### src/rtl/fp32_pkg.sv
// rtl/fp32_pkg.sv - binary32 constants and shared types
// Used by the fp32 divider and the fp32 multiplier.
package fp32_pkg;

  localparam int EXP_W     = 8;
  localparam int MANT_W    = 23;
  localparam int BIAS      = 127;
  localparam int QUOT_BITS = 26;

  localparam logic [31:0] CANON_NAN = 32'h7FC00000;

  typedef struct packed {
    logic              sign;
    logic [EXP_W-1:0]  exp;
    logic [MANT_W-1:0] mant;
  } fp32_t;

  typedef enum logic [1:0] {
    ZERO,
    NORMAL,
    INF,
    NAN
  } fp_class_t;

  typedef enum logic [1:0] {
    S_IDLE,
    S_UNPACK,
    S_ITERATE,
    S_ROUND
  } div_state_t;

endpackage

### src/rtl/fp32_unpack.sv
// rtl/fp32_unpack.sv - classify a binary32 operand and expose its significand
// Ports:
//   operand    binary32 value
//   cls        ZERO / NORMAL / INF / NAN (denormals report ZERO)
//   sign       sign bit
//   biased_exp raw biased exponent
//   mant       24-bit significand with hidden bit, zero for ZERO class
module fp32_unpack
  import fp32_pkg::*;
(
  input  fp32_t                operand,
  output fp_class_t            cls,
  output logic                 sign,
  output logic [EXP_W-1:0]     biased_exp,
  output logic [MANT_W:0]      mant
);

  always_comb begin
    cls        = NORMAL;
    sign       = operand.sign;
    biased_exp = operand.exp;
    mant       = {1'b1, operand.mant};
    if (operand.exp == '0) begin
      // Denormals are flushed: treated exactly like a signed zero.
      cls  = ZERO;
      mant = '0;
    end else if (operand.exp == '1) begin
      cls = (operand.mant == '0) ? INF : NAN;
    end
  end

endmodule

### src/rtl/fp32_divide_seq.sv
// rtl/fp32_divide_seq.sv - sequential binary32 divider, one quotient bit per cycle
// Ports:
//   clk_i, reset_i      clock, synchronous active-high reset
//   start_i             operand strobe, sampled only in IDLE
//   dividend_i          numerator a
//   divisor_i           denominator b
//   busy_o              operation in flight (UNPACK, ITERATE, ROUND)
//   done_o              one-cycle pulse, quotient valid from this cycle
//   quotient_o          a/b, round-to-nearest-even, held until next done
//   divide_by_zero_o    finite nonzero / zero, held with quotient_o
module fp32_divide_seq
  import fp32_pkg::*;
(
  input  logic        clk_i,
  input  logic        reset_i,
  input  logic        start_i,
  input  logic [31:0] dividend_i,
  input  logic [31:0] divisor_i,
  output logic        busy_o,
  output logic        done_o,
  output logic [31:0] quotient_o,
  output logic        divide_by_zero_o
);

  localparam logic [4:0] ITER_LAST = 5'(QUOT_BITS - 1);

  div_state_t state_q, state_d;

  fp32_t a_q, b_q;

  fp_class_t        ca, cb;
  logic             ua_sign, ub_sign;
  logic [EXP_W-1:0] ua_exp, ub_exp;
  logic [MANT_W:0]  ua_mant, ub_mant;

  logic                   sign_q;
  logic signed [9:0]      exp_q;
  logic [QUOT_BITS-1:0]   rem_q;
  logic [MANT_W:0]        dvs_q;
  logic [QUOT_BITS-1:0]   quo_q;
  logic [4:0]             iter_q;
  logic                   special_q;
  logic [31:0]            special_val_q;
  logic                   special_dbz_q;

  logic        done_q;
  logic [31:0] quotient_q;
  logic        dbz_q;

  fp32_unpack u_unpack_a (
    .operand    (a_q),
    .cls        (ca),
    .sign       (ua_sign),
    .biased_exp (ua_exp),
    .mant       (ua_mant)
  );

  fp32_unpack u_unpack_b (
    .operand    (b_q),
    .cls        (cb),
    .sign       (ub_sign),
    .biased_exp (ub_exp),
    .mant       (ub_mant)
  );

  // Special operands: resolved once in UNPACK, replaces the arithmetic result in ROUND.
  logic        res_sign;
  logic        spec_hit;
  logic [31:0] spec_val;
  logic        spec_dbz;

  always_comb begin
    res_sign = ua_sign ^ ub_sign;
    spec_hit = 1'b1;
    spec_val = CANON_NAN;
    spec_dbz = 1'b0;
    if (ca == NAN || cb == NAN) begin
      spec_val = CANON_NAN;
    end else if ((ca == ZERO && cb == ZERO) || (ca == INF && cb == INF)) begin
      spec_val = CANON_NAN;
    end else if (ca == NORMAL && cb == ZERO) begin
      spec_val = {res_sign, 8'hFF, 23'd0};
      spec_dbz = 1'b1;
    end else if (ca == INF) begin
      spec_val = {res_sign, 8'hFF, 23'd0};
    end else if (cb == INF || ca == ZERO) begin
      spec_val = {res_sign, 31'd0};
    end else begin
      spec_hit = 1'b0;
    end
  end

  // Restoring division step.
  logic                 rem_ge;
  logic [QUOT_BITS-1:0] rem_diff;

  always_comb begin
    rem_ge   = rem_q >= {2'b00, dvs_q};
    rem_diff = rem_q - {2'b00, dvs_q};
  end

  // Normalise, round to nearest even, then range-check the exponent.
  // The hidden bit is always 1 here, so a carry out of the 23-bit fraction
  // means the significand rounded up to 2.0: fraction wraps to 0, exponent +1.
  logic [MANT_W-1:0] frac_pre;
  logic              guard, sticky, round_up;
  logic [MANT_W:0]   frac_sum;
  logic signed [9:0] exp_adj, exp_fin;
  logic [31:0]       round_result;

  always_comb begin
    if (quo_q[QUOT_BITS-1]) begin
      frac_pre = quo_q[24:2];
      guard    = quo_q[1];
      sticky   = quo_q[0] | (rem_q != '0);
      exp_adj  = exp_q;
    end else begin
      frac_pre = quo_q[23:1];
      guard    = quo_q[0];
      sticky   = (rem_q != '0);
      exp_adj  = exp_q - 10'sd1;
    end
    round_up = guard & (sticky | frac_pre[0]);
    frac_sum = {1'b0, frac_pre} + {{MANT_W{1'b0}}, round_up};
    exp_fin  = frac_sum[MANT_W] ? exp_adj + 10'sd1 : exp_adj;
    if (exp_fin >= 10'sd255) begin
      round_result = {sign_q, 8'hFF, 23'd0};
    end else if (exp_fin <= 10'sd0) begin
      round_result = {sign_q, 31'd0};
    end else begin
      round_result = {sign_q, exp_fin[EXP_W-1:0], frac_sum[MANT_W-1:0]};
    end
  end

  always_ff @(posedge clk_i) begin
    if (reset_i) begin
      state_q <= S_IDLE;
    end else begin
      state_q <= state_d;
    end
  end

  always_comb begin
    state_d = state_q;
    case (state_q)
      S_IDLE:    if (start_i) state_d = S_UNPACK;
      S_UNPACK:  state_d = S_ITERATE;
      S_ITERATE: if (iter_q == ITER_LAST) state_d = S_ROUND;
      S_ROUND:   state_d = S_IDLE;
      default:   state_d = S_IDLE;
    endcase
  end

  always_ff @(posedge clk_i) begin
    if (reset_i) begin
      a_q           <= '0;
      b_q           <= '0;
      sign_q        <= 1'b0;
      exp_q         <= '0;
      rem_q         <= '0;
      dvs_q         <= '0;
      quo_q         <= '0;
      iter_q        <= '0;
      special_q     <= 1'b0;
      special_val_q <= '0;
      special_dbz_q <= 1'b0;
      done_q        <= 1'b0;
      quotient_q    <= '0;
      dbz_q         <= 1'b0;
    end else begin
      done_q <= 1'b0;
      case (state_q)
        S_IDLE: begin
          if (start_i) begin
            a_q <= dividend_i;
            b_q <= divisor_i;
          end
        end
        S_UNPACK: begin
          sign_q        <= res_sign;
          exp_q         <= $signed({2'b00, ua_exp}) - $signed({2'b00, ub_exp})
                           + signed'(10'(BIAS));
          rem_q         <= {2'b00, ua_mant};
          dvs_q         <= ub_mant;
          quo_q         <= '0;
          iter_q        <= '0;
          special_q     <= spec_hit;
          special_val_q <= spec_val;
          special_dbz_q <= spec_dbz;
        end
        S_ITERATE: begin
          if (rem_ge) begin
            quo_q <= {quo_q[QUOT_BITS-2:0], 1'b1};
            rem_q <= rem_diff << 1;
          end else begin
            quo_q <= {quo_q[QUOT_BITS-2:0], 1'b0};
            rem_q <= rem_q << 1;
          end
          iter_q <= iter_q + 5'd1;
        end
        S_ROUND: begin
          done_q     <= 1'b1;
          quotient_q <= special_q ? special_val_q : round_result;
          dbz_q      <= special_dbz_q;
        end
        default: ;
      endcase
    end
  end

  assign busy_o           = (state_q != S_IDLE);
  assign done_o           = done_q;
  assign quotient_o       = quotient_q;
  assign divide_by_zero_o = dbz_q;

endmodule

### config.mk
export PLATFORM = sky130hd
export DESIGN_NAME = fp32_divide_seq
export DESIGN_NICKNAME = d
export VERILOG_FILES = /design/src/rtl/fp32_pkg.sv /design/src/rtl/fp32_unpack.sv /design/src/rtl/fp32_divide_seq.sv
export SDC_FILE = /design/constraint.sdc
export NUM_CORES = 1
export LEC_CHECK = 0
export BUFFER_PORTS_ARGS = -buffer_cell sky130_fd_sc_hd__buf_2
export CAP_MARGIN = 5
export CORE_MARGIN = 3
export CORE_UTILIZATION = 50
export DETAILED_ROUTE_END_ITERATION = 12
export GPL_ROUTABILITY_DRIVEN = 1
export MAX_ROUTING_LAYER = met4
export PLACE_DENSITY = 0.8
export SLEW_MARGIN = 30
export SYNTH_ARGS = -nofsm -noshare
export SYNTH_HDL_FRONTEND = slang
export SYNTH_HIERARCHICAL = 1
export SYNTH_SLANG_ARGS = --single-unit
### constraint.sdc
create_clock -name clk_i -period 4.7 [get_ports clk_i]
set_input_delay 0.705 -clock clk_i [delete_from_list [all_inputs] [get_ports clk_i]]
set_output_delay 0.705 -clock clk_i [all_outputs]
set_load 0.02 [all_outputs]
==> out/metrics.cfg, run 1 <==
[worst_setup_path]
worstSetupEndpoint=quotient_o[6]
worst_setup_path_start_kind=flip-flop
worstSetupPathType=flip-flop to flip-flop
cp-startpoint=quo_q[25]
crit_required_ns=5.08
crit_arrival_ns=4.20
r2r-end=quotient_o[6]
end_kind=flip-flop
r2r_slack_ns=0.88
reg2reg_depth=11
r2r-start=quo_q[25]
critPathMaxFanout=32

[yosys]
synth-edff-count=0
postSynthAreaPerCell_um2=7.86
syn_inst=1469
synth_area_leader_cell=dfxtp_1
yosysSeqAreaShare=0.341
synth.distinct_cells=78
synth_seq_cells=197
syn_nets=1581
synth_ff_type=dfxtp_1
synth_most_common_cell=nand2_1
synthTopCellsByCount=nand2_1, dfxtp_1, a21oi_1
synthTopCellsByArea=dfxtp_1, a21oi_1, nand2_1
yosys_warnings=6
async_reset_ff_frac=0
yosysTopAreaCellShare=0.341
synth_area_mm2=0.0115

[placed_design]
globalplace.congestion=0.969
port_buffers=101
dp_hpwl_um=19700

[final_layout]
regArea_mm2=0.00395
syn_to_final_growth_pct=8.71
nFillCells=1984
drive_gt1_frac=0.124
multiInputGateArea_mm2=0.00686
antennaDiodeCount=0
nets=1603

[clock_tree]
postCtsSetupBuffers=0
htreeDepth=4
clock_latency_ns=0.44
cts_made_buffers=17
clock-sinks=197
cts_tree=yes
ctsRootBufferMaster=clkbuf_16
ctsHoldBuffers=0
clkTransAtPathRegs_ns=0.07
clockBufferDepth=2
ctsResizeCount=0

[routing]
vias=10200
routed_wl_um=27900
wl_met3_um=1520
wl_per_cell_um=15.6
post-route-drc-count=0
drtIter0Drc=613
highest_layer=met4
ant_nets=0
drt-met1-wl_um=13100
dr.pass1.iters=6
wl_met2_um=12800
post_drt_via_cell_ratio=5.73

[worst_hold_path]
hold_path_class=flip-flop to flip-flop

[global_routing]
antenna_found_initial=0
gr-total-overflow=0
grt_pass1_vias=9597
gr-usage-all-layers=0.231
grt_pass1_wl_um=46700
grt_max_degree=74

[timing]
max_slew_margin=0.405
holdWs_ns=0.464
drv_slew=0
finalClockSkew_ns=0.00967
setup_viol=0
rsz0062_at_grt=false
tightest_slew_ns=0.893
post-route-min-period_ns=3.82
post-route-period-util=0.813
fmax_mhz=262
setup_tns_ns=0
final_hold_viol_count=0

[pwr]
power_frac_comb=0.579
power_density_mw_per_mm2=684
p_clk_frac=0.166
p_sw_frac=0.474
max-vdd-ir-drop_uv=341
p_total_mw=8.58
leakage_nw=4.83
p_switching_mw=4.07
pwr-share-seq=0.256
intPower_mw=4.52

[floorplan]
core_area_mm2=0.0222
start_util=0.520
ios=102
dieArea_mm2=0.0250
fp.dieW_um=158
die_y_um=158
rows=54

[job]
maxCapViolCount=0

[outcome]
status=finished, final reports clean

[power by group through the flow]
stage	sequential [mW]	clock (mW)	combinational, mW
after floorplan	2.12	0	4.02
after global placement	2.22	0	4.80
after detailed placement	2.23	0	4.87
after CTS	2.19	1.44	4.91
after global routing	2.23	1.51	5.54
final	2.19	1.42	4.97
[final cells by class]
class,count,area share
Timing Repair Buffer,115,0.0488
Clock buffer,19,0.0345
Clock inverter,13,0.0111
Tap cell,280,0.0279
Sequential cell,197,0.314
Multi-Input combinational cell,1102,0.546
Inverter,58,0.0173
[how the worst min path moves through the flow]
stage	cells after the start	slack, ns	start	to
2_1_floorplan	2	0.44	a_q[31]	a_q[31]
5_1_grt	1	0.48	quotient_o[4]	quotient_o[4]
4_1_cts	1	0.47	quotient_o[4]	quotient_o[4]
3_5_place_dp	1	0.45	quotient_o[4]	quotient_o[4]
3_3_place_gp	1	0.45	quotient_o[17]	quotient_o[17]
6_report	1	0.46	quotient_o[4]	quotient_o[4]
[state kept, by name, indices dropped and copies added, names as in the netlist]
register,count
exp_q,10
quo_q,26
special_val_q,3
special_dbz_q,1
done_o,1
divide_by_zero_o,1
dvs_q,24
sign_q,1
rem_q,26
state_q,2
quotient_o,32
b_q,32
iter_q,5
a_q,32
special_q,1
[metrics by stage]
stage	std cells	worst slack (ns)	utilization	cell area, µm²
6_report	1784	0.877	0.565	12600
5_1_grt	1784	0.541	0.565	12600
4_1_cts	1784	0.919	0.565	12600
3_5_place_dp	1752	0.938	0.539	12000
3_3_place_gp	1752	1.04	0.539	12000
2_1_floorplan	1469	1.06	-	11500
[kinds of logic (layout without fill, tap and decap cells)]
| group | Yosys count | count (layout) | synth area share |
|---|---|---|---|
| AND/OR/NAND/NOR | 578 | 578 | 0.245 |
| AO/OA/AOI/OAI | 363 | 363 | 0.200 |
| flip-flops | 197 | 197 | 0.341 |
| buffers and inverters | 170 | 205 | 0.0655 |
| multiplexers | 59 | 59 | 0.0520 |
| XOR/XNOR | 57 | 57 | 0.0455 |
| adder cells (fa/ha/maj) | 45 | 45 | 0.0500 |
[cell usage in the layout, fill, tap and decap left out, types with 36 or more instances in the layout]
cell,synthesis,routed
and2_1,55,54
ha_1,43,42
dfxtp_1,197,196
buf_2,10,100
mux2i_1,51,51
xnor2_1,37,37
inv_1,56,56
a21oi_1,177,177
nand2_1,213,212
nor2_1,113,113
nand3_1,45,45
o21ai_0,36,36
[worst max-delay path, stage by stage, from the launching register on]
cell and delay, ns:
dfxtp_2 0.83, buf_4 0.35, inv_1 0.22, mux2i_1 0.29
ha_1 0.29, nand2_1 0.17, nor3_1 0.24, nand3_1 0.13
xor2_1 0.22, a41oi_4 0.34, and4b_4 0.48, a32o_1 0.20
[metal layers]
layer	global-route usage	vias up
met1	0.310	4707
met5	-	-
met2	0.364	295
met4	0.0623	0
li1	-	5173
met3	0.0383	49
(Power assumes the default switching activity.)
==> run 2: changes to the inputs <==
PLACE_DENSITY = 0.82   (was 0.8)
clock period = 3.45 ns   (was 4.7 ns; I/O delays follow)
==> out/metrics.cfg, run 2 (synthesis gave the netlist of run 1 again) <==
[outcome]
status=finished, final reports clean

[floorplan]
core_area_mm2=0.0222
ios=102
die_y_um=158
dieArea_mm2=0.0250
rows=54
fp.dieW_um=158
start_util=0.520

[pwr]
p_total_mw=12.2
power_density_mw_per_mm2=960
leakage_nw=4.93
max-vdd-ir-drop_uv=769

[worst_hold_path]
hold_path.startpoint=divisor_i[4]
worstHoldEndpoint=b_q[4]
hold_path_class=input pin to flip-flop
whs_path_depth=3

[placed_design]
globalplace.congestion=0.954
dp_cells=1768
postPlaceCellArea_mm2=0.0121
port_buffers=101
dp_hpwl_um=20600

[timing]
final_hold_viol_count=0
finalClockSkew_ns=0.0184
setup_viol=0
rsz0062_at_grt=false
post-route-period-util=0.926
max_slew_margin=0.507
tightest_slew_ns=0.733
holdWs_ns=0.305
setup_tns_ns=0
drv_slew=0
fmax_mhz=313
post-route-min-period_ns=3.19

[clock_tree]
cts_tree=yes
htreeDepth=4
clockBufferDepth=2
clock-sinks=197
cts_made_buffers=17
clock_latency_ns=0.45
ctsHoldBuffers=0
ctsRootBufferMaster=clkbuf_16
clkTransAtPathRegs_ns=0.08

[worst_setup_path]
critPathMaxFanout=6
r2r-end=rem_q[16]
crit_chain=inv_1 -> ha_1 -> nor2b_1 -> o31a_1 -> nor3_1 -> o21a_1 -> o21ai_1 -> buf_4 -> a211oi_1 -> nand3_1 -> buf_4 -> mux2i_1 -> o22ai_1
crit_arrival_ns=3.49
slowest_stage=nand3_1
crit_required_ns=3.75
worst_setup_path_start_kind=flip-flop
max_stage_delay_ns=0.35
critPathTopFamily=compound AO/OA/AOI/OAI gates
cpMostUsedCell=buf_4
reg2reg_depth=13
end_kind=flip-flop
worstSetupPathType=flip-flop to flip-flop
cp_num_buf_inv=3
r2r_slack_ns=0.26
r2r-start=dvs_q[2]

[final_layout]
fin_area_mm2=0.0128
nFillCells=1988
antennaDiodeCount=0
drive_gt1_frac=0.135
regArea_mm2=0.00395
final_common_cell=nand2_1
mostFrequentLayoutCells=nand2_1, dfxtp_1, a21oi_1
nets=1621
syn_to_final_growth_pct=10.4
multiInputGateArea_mm2=0.00687
stdcell_count=1802

[routing]
drtIter0Drc=721
post_drt_via_cell_ratio=5.85
wl_per_cell_um=16.1
highest_layer=met4
routed_wl_um=29000
drt-met1-wl_um=13500
ant_nets=0
dr.pass1.iters=6
wl_met2_um=13200
wl_met3_um=1840
post-route-drc-count=0
vias=10500

[global_routing]
antenna_found_initial=0
gr-total-overflow=0
grt_max_degree=109
grt_pass1_wl_um=47700
gr-usage-all-layers=0.238
grt_pass1_vias=9703

[job]
maxCapViolCount=0

==> run 2: changes by cell type in the layout (fill, tap and decap cells not counted), sizes merged <==
cell,before,now
clkinvlp,2,1
inv,63,61
bufinv,0,1
buf,115,133
clkinv,6,8
==> run 2: area by class of cell <==
cell class,instances,area share
clock buffers,19,0.0340
clock inverters,13,0.0125
inverters,58,0.0171
multi-input cells,1102,0.539
flip-flops and latches,197,0.310
well taps,280,0.0275
repair buffers,133,0.0606
==> run 2: how the worst max path moves through the flow <==
stage                     startpoint             end  slack [ns]  cells past startpoint
final                       dvs_q[2]       rem_q[16]        0.26                     13
after global routing       quo_q[25]  quotient_o[23]       0.008                     10
after CTS                  quo_q[25]  quotient_o[26]        0.19                     10
after detailed placement   quo_q[25]  quotient_o[26]        0.22                     10
after global placement     quo_q[25]  quotient_o[25]        0.31                     10
after floorplan            quo_q[25]  quotient_o[18]        0.05                     16
==> run 2: worst reg2reg max path, stage by stage (launching register included) <==
cell and delay [ns]:
dfxtp_1 0.34, inv_1 0.04, ha_1 0.32, nor2b_1 0.18
o31a_1 0.28, nor3_1 0.17, o21a_1 0.22, o21ai_1 0.09
buf_4 0.17, a211oi_1 0.32, nand3_1 0.35, buf_4 0.28
mux2i_1 0.19, o22ai_1 0.10
==> run 2: through the flow <==
step                 util  setup WS [ns]
finish              0.574          0.256
global route        0.574        0.00802
CTS                 0.572          0.187
detailed placement  0.546          0.218
global placement    0.546          0.313
floorplan               -         0.0507
==> run 2: repair_timing <==
action                     in CTS  in global routing
setup endpoints to repair       0                 29
setup buffers                   0                  2
gates resized for setup         0                  4
hold endpoints to repair        0                  0
==> run 2: where the power goes <==
group | total (mW) | leakage [nW] | switching [mW] | internal, mW
combinational | 7.24 | 3.05 | 4.37 | 2.87
clock | 2.02 | 0.283 | 0.983 | 1.03
sequential | 2.98 | 1.60 | 0.366 | 2.62
==> run 2: per-layer routing <==
layer,track usage,vias to the layer above
li1,-,5231
met4,0.0655,0
met3,0.0432,49
met5,-,-
met2,0.368,341
met1,0.322,4925
